File: src/rtl/decode_hazard_unit.sv
// Forwarding-select and load-use stall controller for the decode stage.
// Tracks the EX and MEM destination tags and derives per-operand mux selects.

module decode_hazard_operand #(
  parameter logic [4:0] ZR = 5'd31
) (
  input  logic       uses,
  input  logic [4:0] a,
  input  logic       ex_src,
  input  logic [4:0] ex_aw,
  input  logic       ex_mr,
  input  logic       mem_src,
  input  logic [4:0] mem_aw,
  output logic [1:0] fwd,
  output logic       hit
);
  logic ex_hit, mem_hit;

  assign ex_hit  = uses && (a != ZR) && ex_src  && (ex_aw  == a);
  assign mem_hit = uses && (a != ZR) && mem_src && (mem_aw == a);

  // A load in EX has no result yet: fall through to MEM (the stall covers it).
  always_comb begin
    fwd = 2'b00;
    if (ex_hit && !ex_mr) fwd = 2'b01;
    else if (mem_hit)     fwd = 2'b10;
  end

  assign hit = ex_hit & ex_mr;
endmodule

module decode_hazard_unit #(
  parameter int         CNT_W = 16,
  parameter logic [4:0] ZR    = 5'd31
) (
  input  logic             clk,
  input  logic             reset,
  input  logic             DecValid,
  input  logic [4:0]       DecAa,
  input  logic [4:0]       DecAb,
  input  logic [4:0]       DecAw,
  input  logic             DecUsesA,
  input  logic             DecUsesB,
  input  logic             DecRegWrite,
  input  logic             DecMemRead,
  input  logic             Flush,
  output logic [1:0]       ForwardA,
  output logic [1:0]       ForwardB,
  output logic             Stall,
  output logic             ExTagValid,
  output logic [CNT_W-1:0] StallCount
);
  localparam int NUM_LANES = 2;

  typedef struct packed {
    logic       v;
    logic [4:0] aw;
    logic       rw;
    logic       mr;
  } ex_tag_t;

  typedef struct packed {
    logic       v;
    logic [4:0] aw;
    logic       rw;
  } mem_tag_t;

  ex_tag_t  ex_tag;
  mem_tag_t mem_tag;
  logic     ex_src, mem_src;

  logic [NUM_LANES-1:0][4:0] opnd_a;
  logic [NUM_LANES-1:0]      opnd_uses;
  logic [NUM_LANES-1:0][1:0] opnd_fwd;
  logic [NUM_LANES-1:0]      opnd_hit;

  assign ex_src  = ex_tag.v  & ex_tag.rw  & (ex_tag.aw  != ZR);
  assign mem_src = mem_tag.v & mem_tag.rw & (mem_tag.aw != ZR);

  assign opnd_a    = {DecAb, DecAa};
  assign opnd_uses = {DecUsesB, DecUsesA};

  genvar l;
  generate
    for (l = 0; l < NUM_LANES; l++) begin : g_lane
      decode_hazard_operand #(.ZR(ZR)) u_opnd (
        .uses    (opnd_uses[l]),
        .a       (opnd_a[l]),
        .ex_src  (ex_src),
        .ex_aw   (ex_tag.aw),
        .ex_mr   (ex_tag.mr),
        .mem_src (mem_src),
        .mem_aw  (mem_tag.aw),
        .fwd     (opnd_fwd[l]),
        .hit     (opnd_hit[l])
      );
    end
  endgenerate

  assign ForwardA   = opnd_fwd[0];
  assign ForwardB   = opnd_fwd[1];
  assign Stall      = DecValid & ~Flush & (|opnd_hit);
  assign ExTagValid = ex_tag.v & ex_tag.rw;

  always_ff @(posedge clk or negedge reset) begin
    if (!reset) begin
      ex_tag     <= '0;
      mem_tag    <= '0;
      StallCount <= '0;
    end else begin
      mem_tag <= '{v: ex_tag.v, aw: ex_tag.aw, rw: ex_tag.rw};
      if (Stall || Flush || !DecValid) ex_tag <= '0;
      else ex_tag <= '{v: 1'b1, aw: DecAw, rw: DecRegWrite, mr: DecMemRead};
      // Saturate rather than wrap so long runs still read as "many".
      if (Stall && (StallCount != {CNT_W{1'b1}})) StallCount <= StallCount + 1'b1;
    end
  end
endmodule

File: config.mk
export PLATFORM = sky130hd
export DESIGN_NAME = decode_hazard_unit
export DESIGN_NICKNAME = d
export VERILOG_FILES = /design/src/rtl/decode_hazard_unit.sv
export SDC_FILE = /design/constraint.sdc
export NUM_CORES = 1
export LEC_CHECK = 0
export ABC_AREA = 1
export CAP_MARGIN = 20
export CORE_AREA = 5 5 68 70
export CTS_CLUSTER_SIZE = 16
export DETAILED_ROUTE_END_ITERATION = 8
export DIE_AREA = 0 0 73 75
export HOLD_SLACK_MARGIN = 0.08
export PLACE_DENSITY = 0.84
export SLEW_MARGIN = 15
export SYNTH_ARGS = -nofsm -noshare
export SYNTH_HDL_FRONTEND = slang
export SYNTH_SLANG_ARGS = --single-unit
File: constraint.sdc
create_clock -name clk -period 2.1 [get_ports clk]
set_clock_uncertainty 0.1 [all_clocks]
set_input_delay 0.21 -clock clk [delete_from_list [all_inputs] [get_ports clk]]
set_output_delay 0.21 -clock clk [all_outputs]
set_load 0.02 [all_outputs]
==> qor.yml <==
sta:
  min_period_ps: 1960
  finalCritPeriodShare_pct: 93.4
  relSlewSlack_pct: 74.1
  timing.final.ws_setup_ps: 139
  fmax_mhz: 510
  final_hold_viol_count: 0
  worstMarginPinSlew_ps: 389
  final_max_slew_viol_count: 0
  setup_viol: 0
global_route:
  grt_max_degree: 32
  first_global_vias: 1580
  grt_remaining_overflow: 0
  grt_pass1_wl_um: 7160
  grt_use_total_pct: 17.0
  grt_antenna_before_repair: 0
setup_path:
  worstSetupEndpointType: "output pin"
  r2r_setup_slack_ps: 240
  worstPathArrival_ps: 1650
  start_kind: "input port"
  rr_startpoint: "ex_tag[3]"
  worstPathRequired_ps: 1790
  worstSetupPathType: "in2out"
  reg2regPathDepth: 12
  rr_endpoint: "StallCount[1]"
  critPathMaxFanout: 4
flow_run:
  maxCapViolCount: 0
floorplanning:
  die-area_um2: 5480
  num_io_pins: 45
  initial_utilization_pct: 47.3
  dieHeight_um: 75
  core.rowCount: 23
  die_x_um: 73
  core_um2: 3910
drt:
  antenna_left: 0
  firstDrtPassIters: 5
  drc: 0
  drt-initial-drc-count: 107
  routedWlPerCell_um: 12.4
  via_count: 1732
  detail_route.wirelength_um: 4280
  vias_per_cell: 5.03
placement:
  dp_slack_ps: -296
  place_congestion: 0.818
  dp_hpwl_um: 3150
  io_buffers: 44
cts:
  cts_tree: "done"
  cts_root_buffer: "clkbuf_8"
  clk_path_buf_depth: 2
  cts-htree-levels: 2
  clock_latency_ps: 280
  cts_sinks: 31
  postCtsSetupRepairBufs: 0
  ctsHoldBuffers: 0
  clk_pin_slew_ps: 60
  cts_made_buffers: 5
yosys:
  synth-seq-cells: 31
  seq_area_frac_synth_pct: 41.9
  avgSynthCellArea_um2: 7.68
  syn_area_um2: 1850
  ys_types: 26
  syn_inst: 241
  yosysWarnings: 0
  syn-num-nets: 265
final_layout:
  final_common_cell: "nand2_1"
  final_nets: 317
  num_antenna_cells: 0
  drive_gt1_share_pct: 9.18
  multi_input_area_um2: 937
  syn2layout_area_growth_pct: 33.2
  layout_common_cells: "69 x nand2_1, 38 x clkdlybuf4s50_1, 30 x dfrtp_1, 30 x inv_1, 25 x nor2_1"
  ff_latch_area_um2: 777
  fillCellCount: 357
power_and_ir_drop:
  total_power_mw: 1.26
  p_leak_nw: 1.18
  ir_worst_vdd_mv: 0.274
  p_per_area_nw_per_um2: 509
hold_path:
  hp-class: "in2async"
run_status:
  outcome: "finished, final reports clean"
how the worst max path moves through the flow:
stage | startpoint | endpoint | depth (start not counted)
finish | DecAb[0] | Stall | 12
global route | ex_tag[3] | Stall | 11
CTS | DecAb[0] | ForwardB[1] | 9
detailed placement | DecAb[1] | Stall | 12
global placement | DecAb[1] | Stall | 12
floorplan | StallCount[1] | StallCount[6] | 10
where the power goes:
group          internal [mW]  switching, mW
Sequential             0.609         0.0127
Clock                  0.298          0.206
Combinational         0.0690         0.0602
Total                  0.977          0.279
worst max-delay path, cell delays in order:
cell,delay (ps)
clkdlybuf4s50_1,520
inv_1,50
nand2_1,50
nand2_1,50
nor2_1,90
nand2_1,70
nor2_2,130
nand3_1,120
nand2_2,80
nand2_1,60
inv_1,60
buf_2,150
flip-flops by register name, indices dropped and copies added, names as in the netlist:
signal,count
StallCount,16
ex_tag,8
mem_tag,7
cells in the mapped netlist:
master	n	area (um2)
a31oi_1	1	6.26
and3_1	1	6.26
buf_2	1	5.00
buf_4	1	7.51
buf_6	1	11.3
clkbuf_1	2	7.51
clkinv_1	1	3.75
dfrtp_1	31	776
ha_1	1	12.5
inv_1	30	113
nand2_1	69	259
nand2_2	2	12.5
nand3_1	14	70.1
nand3_2	2	20.0
nand3_4	1	17.5
nand3b_1	1	7.51
nand4_1	19	119
nor2_1	26	97.6
nor2_2	2	12.5
nor2_4	2	22.5
nor3_1	2	10.0
nor3b_1	2	15.0
o21ai_0	2	10.0
o21ai_1	2	10.0
xnor2_1	15	131
xor2_1	10	87.6
routing by layer:
layer / wire, um / GRT usage, %
met5: 0 / 0
met4: 80 / 6.15
met3: 308 / 4.54
met2: 2060 / 27.8
met1: 1830 / 21.6
what timing repair did:
action	CTS	global route
gates cloned	0	0
endpoints found under the setup margin	5	16
hold endpoints to repair	0	0
resized for setup	8	9
area by class of cell:
cell class	instances	share of cell area (%)
well taps	50	2.54
multi-input cells	174	38.0
repair buffers	50	19.1
inverters	31	4.72
flip-flops and latches	31	31.5
clock buffers	8	4.06
through the flow:
stage	instance area, um2	hold slack (ps)	setup TNS, ps	util [%]	instances
after floorplan	1850	-186	0	-	241
after global placement	2370	258	-2180	60.5	336
after detailed placement	2370	259	-2750	60.5	336
after CTS	2460	221	0	63.0	344
after global routing	2460	249	-53.6	63.0	344
final	2460	219	0	63.0	344
cell families (layout without fill, tap and decap cells):
group	Yosys count	in the layout	synth area share [%]
buf+inv	36	89	7.98
fa+ha+maj	1	1	0.676
simple gates	143	143	36.2
compound gates	5	5	1.42
xor+xnor	25	25	11.8
flops	31	31	41.9
Note: power is estimated with default switching activity, not from simulation.
